[config.mk]
export PLATFORM = sky130hd
export DESIGN_NAME = inst_mem_loader
export DESIGN_NICKNAME = d
export VERILOG_FILES = /design/src/rtl/inst_mem_loader.sv
export SDC_FILE = /design/constraint.sdc
export NUM_CORES = 1
export LEC_CHECK = 0
export BUFFER_PORTS_ARGS = -buffer_cell sky130_fd_sc_hd__buf_2
export CAP_MARGIN = 20
export CORE_ASPECT_RATIO = 1.75
export CORE_MARGIN = 8
export CORE_UTILIZATION = 55
export CTS_CLUSTER_DIAMETER = 30
export DETAILED_ROUTE_END_ITERATION = 10
export PLACE_DENSITY = 0.75
export SYNTH_ARGS = -nofsm -noshare
export SYNTH_HDL_FRONTEND = slang
export SYNTH_SLANG_ARGS = --single-unit
export TNS_END_PERCENT = 100
[constraint.sdc]
create_clock -name clk -period 5 [get_ports clk]
set_input_delay 1 -clock clk [delete_from_list [all_inputs] [get_ports clk]]
set_output_delay 1 -clock clk [all_outputs]
set_load 0.1 [all_outputs]
[src/rtl/inst_mem_loader.sv]
// Runtime program loader: assembles a little-endian byte stream into 32-bit
// instruction words, writes them to instruction memory and releases core reset on a good checksum.
module inst_mem_loader #(
   parameter int          ADDR_WIDTH = 10,
   parameter int unsigned BASE_ADDR  = 0
) (
   input  logic                  clk,
   input  logic                  rst,
   input  logic                  start_i,
   input  logic [7:0]            byte_i,
   input  logic                  byte_valid_i,
   output logic                  byte_ready_o,
   output logic                  mem_we_o,
   output logic [ADDR_WIDTH-1:0] mem_addr_o,
   output logic [31:0]           mem_wdata_o,
   output logic                  core_rst_o,
   output logic                  done_o,
   output logic                  error_o
);

   typedef enum logic [2:0] {
      IDLE,
      LEN0,
      LEN1,
      DATA,
      CSUM,
      DONE,
      ERR
   } state_t;

   localparam int unsigned MAX_WORDS = (2 ** ADDR_WIDTH) - BASE_ADDR;

   state_t                state_q;
   logic                  ready_q;
   logic                  we_q;
   logic [ADDR_WIDTH-1:0] addr_q;
   logic [31:0]           wdata_q;
   logic                  coreRst_q;
   logic                  done_q;
   logic                  error_q;
   logic [7:0]            lenLo_q;
   logic [15:0]           len_q;
   logic [15:0]           wordIdx_q;
   logic [1:0]            byteIdx_q;
   logic [7:0]            csum_q;
   logic [23:0]           wordBuf_q;

   logic        accept;
   logic [15:0] lenFull;

   assign accept  = byte_valid_i & ready_q;
   assign lenFull = {byte_i, lenLo_q};

   // The 4th byte of a word goes straight into the write data, so only three bytes are buffered.
   always_ff @(posedge clk) begin
      if (rst) begin
         state_q   <= IDLE;
         ready_q   <= 1'b0;
         we_q      <= 1'b0;
         addr_q    <= '0;
         wdata_q   <= '0;
         coreRst_q <= 1'b1;
         done_q    <= 1'b0;
         error_q   <= 1'b0;
         lenLo_q   <= '0;
         len_q     <= '0;
         wordIdx_q <= '0;
         byteIdx_q <= '0;
         csum_q    <= '0;
         wordBuf_q <= '0;
      end else begin
         we_q <= 1'b0;
         unique case (state_q)
            IDLE, DONE, ERR: begin
               if (start_i) begin
                  state_q   <= LEN0;
                  ready_q   <= 1'b1;
                  coreRst_q <= 1'b1;
                  done_q    <= 1'b0;
                  error_q   <= 1'b0;
                  lenLo_q   <= '0;
                  len_q     <= '0;
                  wordIdx_q <= '0;
                  byteIdx_q <= '0;
                  csum_q    <= '0;
                  wordBuf_q <= '0;
               end
            end
            LEN0: begin
               if (accept) begin
                  lenLo_q <= byte_i;
                  state_q <= LEN1;
               end
            end
            LEN1: begin
               if (accept) begin
                  len_q <= lenFull;
                  if (32'(lenFull) > MAX_WORDS) begin
                     state_q <= ERR;
                     ready_q <= 1'b0;
                     error_q <= 1'b1;
                  end else if (lenFull == 16'd0) begin
                     state_q <= CSUM;
                  end else begin
                     state_q <= DATA;
                  end
               end
            end
            DATA: begin
               if (accept) begin
                  csum_q    <= csum_q ^ byte_i;
                  byteIdx_q <= byteIdx_q + 2'd1;
                  if (byteIdx_q == 2'd3) begin
                     we_q      <= 1'b1;
                     addr_q    <= ADDR_WIDTH'(BASE_ADDR + 32'(wordIdx_q));
                     wdata_q   <= {byte_i, wordBuf_q};
                     wordIdx_q <= wordIdx_q + 16'd1;
                     if (wordIdx_q + 16'd1 == len_q) begin
                        state_q <= CSUM;
                     end
                  end else begin
                     wordBuf_q[8*byteIdx_q +: 8] <= byte_i;
                  end
               end
            end
            CSUM: begin
               if (accept) begin
                  ready_q <= 1'b0;
                  if (byte_i == csum_q) begin
                     state_q   <= DONE;
                     done_q    <= 1'b1;
                     coreRst_q <= 1'b0;
                  end else begin
                     state_q <= ERR;
                     error_q <= 1'b1;
                  end
               end
            end
            default: begin
               state_q <= IDLE;
               ready_q <= 1'b0;
            end
         endcase
      end
   end

   assign byte_ready_o = ready_q;
   assign mem_we_o     = we_q;
   assign mem_addr_o   = addr_q;
   assign mem_wdata_o  = wdata_q;
   assign core_rst_o   = coreRst_q;
   assign done_o       = done_q;
   assign error_o      = error_q;

endmodule

# Yosys cells after proc, flatten, opt, wreduce, memory -nomap -nowiden
# Cells that the tools add are included.
# classes
n_eq_ne	20
n_reduce_logical	20
n_shift	2
addsub	3
n_lt_le_gt_ge	1
bitwise	5
n_mux	48
# ops
cell	count
two-way mux 24 bit	3
two-way mux 16 bit	4
one-hot mux 16 bit (2 select lines)	2
one-hot mux 24 bit (2 select lines)	1
negation 5 -> 34 bit	1
variable shift 8 x 34 -> 24 bit (first input constant)	1
indexed part select 8 x 34 -> 24 bit	1
one-hot mux 8 bit (2 select lines)	2
two-way mux 3 bit	9
bitwise mux 24 bit	1
two-way mux 8 bit	3
!= test 2 bit (second input constant)	11
adder 16 x 1 -> 16 bit (second input constant)	1
equality test 16 bit	1
greater-than comparator 16 x 11 -> 1 bit (second input constant)	1
logical NOT 16 bit	1
one-hot mux 3 bit (5 select lines)	1
two-way mux 1 bit	14
AND reduction 3 bit	4
AND reduction 4 bit	3
equality test 3 bit (second input constant)	3
equality test 8 bit	1
nonzero test 2 bit	4
bitwise XOR 8 bit	1
18 further kinds	25
# totals
reg_bits	124
output_inout_bits	47
word_cells	113
inputBits	12

# Depth between registers and ports, before layout
# logic_depth
depth_word	6
ltp_mapped	9
depth_no_buf	7

# Least setup slack after synthesis
# No wires, ideal clock.
# synth_path
path_type	register to register
startpoint	reg ready_q, in the netlist byte_ready_o
endpoint	reg state_q[1]
stages_incl_launch_ff	7
path_slack_ps	2156
setup_time_ps	130
arrival_time_ps	2715
required_ps	4870
path_buffers	0
period_less_slack_ps	2844
path_cell_list	dfxtp_1 -> nand2_1 -> o21ai_0 -> o311ai_0 -> or4_4 -> a2111oi_4 -> o22ai_1
# synth_between
elab_chain_cells	3
elab_cells_between_ends	6
cone_classes	eq/ne: 4; bitwise: 1; reduce/logical: 1
# synth_lines
element	line_no	rtl
start: declaration	34	logic ready_q;
start signal: assignment	58	ready_q <= 1'b0;
start signal: assignment	77	ready_q <= 1'b1;
start signal: assignment	100	ready_q <= 1'b0;
AND 1 bit (*)	51	assign accept = byte_valid_i & ready_q;
!= test 2 bit (no line)	--	
AND reduction 7 bit (no line) (*)	--	
end signal: assignment	57	state_q <= IDLE;
end signal: assignment	76	state_q <= LEN0;
end signal: assignment	92	state_q <= LEN1;
end: declaration	33	state_t state_q;
# Every way passes the cells marked *; elsewhere a longest branch is shown, timed or not.
# A chain may end at the register's enable or synchronous reset.

# Final worst setup path
# layout_path
startpoint	reg state_q[1]
endpoint	reg wordBuf_q[23]
# layout_between
elab_chain_cells	4
elab_cells_between_ends	11
cone_classes	eq/ne: 6; mux: 1; reduce/logical: 4
# layout_lines
element	line_no	rtl
equality test 3 bit / logical NOT 3 bit (equally long branches)	73	unique case (state_q)
OR reduction 3 bit	73	
!= test 2 bit (no line) / nonzero test 2 bit (equally long branches)	--	
AND reduction 4 bit (no line)	--	
end signal: indexed assignment	122	wordBuf_q[8*byteIdx_q +: 8] <= byte_i;
end: declaration	46	logic [23:0] wordBuf_q;
# Parallel ways exist; a longest one is shown, timed or not.

==> impl_results.md <==
* Initial antenna violation count at 0
* Nets at about 830
* CP Capture Type: flip-flop
* Least-Margin Pin Slew at 1006 ps
* Static leakage at between 2 and 2.5 nW
* Final Cycle Share at 0.6176
* Maximum vdd drop at 0.0003729 V
* Hpwl dp at 11.85 mm
* Wire length per cell at ~18 µm
* CTS tree: built
* Pwr/cell area at roughly 430 nW/µm²
* Port Buffers at slightly below 60
* Synth Cell Area at about 6000 µm²
* Status: finished clean
* Pin count of the biggest net entering global routing at 86
* Starting DRT DRC Count at around 430
* Pins over their slew limit at 0
* DP Worst Slack at about 1700 ps
* Number of global-route vias before repair at roughly 5.7k
* Starting Density at 0.5606
* Post-synth cell types at 66
* Clock Path Buffers at 2
* P&R area growth vs syn at 14.77%
* # rows at 50
* Register area share after synthesis at 0.4164
* Rel. slew slack at 0.3206
* Die ar. at roughly 15,000 µm²
* CORE AREA at approximately 11,000 µm²
* Setup tns final at 0 ps
* First-pass GRT wire length at roughly 28 mm
* Layout cells sized above 1 at 0.1373
* Critical Path Source Type: flip-flop
* Post-CTS Setup Inserts at 0
* Vias post-DR at approximately 5.9k
* CTS Buf Count at 17
* CTS root buf: clkbuf_16
* Crit-path max FO at 25
* Post-route ant nets at 0
* Clk_lat worst skew at approximately 420 ps
* Gp weighted congestion at between 0.9 and 1
* Dpl cells at between 900 and 1k
* I/O pins at 59
* Post-CTS sizing at 0
* Hold buffers post-CTS at 0
* Worst-path clk slew at 60 ps
* # Max-Cap Violations at 0
* DRC at 0
* GRT Total Usage at 0.2400
* Final Critical Period at just over 3000 ps
* Final WS setup at between 1500 and 2000 ps
* Overflow after GRT at 0
* Syn Inst Count at 786
* Hold slack final at around 450 ps
* DRT Pass-1 Iters at 5
* Critical Path AT at between 3000 and 4000 ps
* Final setup fails at 0
* EDFF count, synth at 0
* Max stage delay cell, worst path: dfxtp_1
* Final Skew at 9.099 ps
* H-tree levels at 4
* Prevailing post-synth register cell: dfxtp_1
* Drt total wl at 17.19 mm
* Slowest stage delay, CP at 810 ps
* Synthesized flop and latch total at approximately 120
* Post-Syn Nets at 804
* Critical path, cell by cell: nand2b_1, nor2_1, a21oi_1, nor2_1, nand3_1, a21oi_1
* Crit path max-delay family: simple AND/OR/NAND/NOR gates
* Die X at ~95 µm
* Layout Cells excl Fill at between 900 and 1k
* Clk sink count at approximately 120
* Worst EP required at 5330 ps
* F_max at 323.8 MHz
* Asr flop ratio synth at 0
* CP bufs+invs at 0
* # diodes at 0
* Hold WC Path Type: flip-flop to flip-flop
* Crit path kind: flip-flop to flip-flop
* Ys Warns at 0
* Synth Area per Inst at ~7.6 µm²
* Die Ht at between 150 and 200 µm
* RSZ-0062 raised after global routing: false
* Fin. Hold Viols at 0
* DR vias/cell at ~6.2
cells by family after synthesis:
family	after synthesis	share of synthesized area
AOI/OAI and AO/OA	208	0.1975
xor gates and xnor gates	27	0.03966
adders and majority gates	6	0.01259
buffers and inverters	68	0.04890
DFF	124	0.4164
muxes	2	0.003568
and+or+nand+nor	351	0.2814
per-stage QoR:
stage               power [mW]  instance area [µm²]    util
global placement         1.620                 6192  0.5822
finish                   2.933                 6843  0.6434
global route             3.049                 6843  0.6434
floorplan                1.505                 5962       -
CTS                      2.923                 6820  0.6413
detailed placement       1.629                 6192  0.5822
area by class of cell:
class | count | area [µm²]
fillers | 927 | 3792
multi-input cells | 594 | 3194
clock inverters | 13 | 175.2
inverters | 8 | 30.03
repair buffers | 65 | 345.3
clock buffers | 19 | 452.9
well taps | 130 | 162.7
flip-flops and latches | 124 | 2482
final timing paths:
check                                from                           end  slack, ps  cells past startpoint
min          mem_wdata_o[13]$_SDFFE_PP0P_  mem_wdata_o[13]$_SDFFE_PP0P_        450                      2
max reg2reg       state_q[1]$_SDFFE_PP0P_    wordBuf_q[23]$_SDFFE_PP0P_       1910                      6
max               state_q[1]$_SDFFE_PP0P_    wordBuf_q[23]$_SDFFE_PP0P_       1910                      6
min reg2reg  mem_wdata_o[13]$_SDFFE_PP0P_  mem_wdata_o[13]$_SDFFE_PP0P_        450                      2
synthesized netlist by cell type (4+ instances only):
master | n | share of area
a21oi_1 | 142 | 0.12
a311oi_1 | 4 | 0.0059
a31oi_1 | 4 | 0.0042
buf_2 | 4 | 0.0034
buf_6 | 4 | 0.0076
clkbuf_1 | 49 | 0.031
dfxtp_1 | 124 | 0.42
ha_1 | 6 | 0.013
inv_1 | 6 | 0.0038
nand2_1 | 160 | 0.10
nand2b_1 | 11 | 0.012
nand3_1 | 56 | 0.047
nand3b_1 | 11 | 0.014
nand4_1 | 10 | 0.010
nor2_1 | 47 | 0.030
nor2b_1 | 8 | 0.0084
nor3_1 | 11 | 0.0092
nor4_1 | 6 | 0.0063
o21ai_0 | 24 | 0.020
o21ai_1 | 6 | 0.0050
xnor2_1 | 21 | 0.031
xor2_1 | 6 | 0.0088
placed cells by master (no fill, tap or decap), types with 3 or more instances in the layout:
master,n
xor2_1,6
nand3_1,56
ha_1,6
o21ai_0,24
or4_1,3
nand2b_1,11
o21ai_1,6
dfxtp_1,124
nor3_1,11
inv_1,6
or3_1,3
a21oi_1,142
nand2_1,160
a311oi_1,4
inv_6,6
buf_4,7
and4_1,3
nor4_1,5
buf_2,57
and2_1,3
nand4_1,10
a31oi_1,4
nand3b_1,11
clkbuf_16,17
nor2b_1,8
bufinv_16,3
and3_1,3
xnor2_1,21
nor2_1,47
layer usage:
| layer | share of wire | vias up | wire (µm) | GRT usage |
|---|---|---|---|---|
| li1 | - | 2780 | - | - |
| met1 | 0.36 | 2768 | 6186 | 0.2413 |
| met2 | 0.53 | 250 | 9089 | 0.4218 |
| met3 | 0.053 | 84 | 908 | 0.05217 |
| met4 | 0.058 | 0 | 1005 | 0.1639 |
| met5 | 0 | - | 0 | 0 |
state kept, by name, indices dropped and copies added (netlist names):
signal        count
wordBuf_q        24
wordIdx_q        16
lenLo_q           8
mem_wdata_o      32
csum_q            8
byteIdx_q         2
byte_ready_o      1
state_q           3
done_o            1
len_q            16
mem_addr_o       10
error_o           1
core_rst_o        1
mem_we_o          1
where the power goes:
group | internal, mW | switching, mW
logic | 0.148 | 0.397
registers | 1.02 | 0.0654
clock network | 0.823 | 0.480
total | 1.99 | 0.943
worst register-to-register path, stage by stage (launching register included):
cell	delay (ps)
dfxtp_1	810
nand2b_1	220
nor2_1	620
a21oi_1	490
nor2_1	550
nand3_1	150
a21oi_1	170
Power figures use the tool's default switching activity.
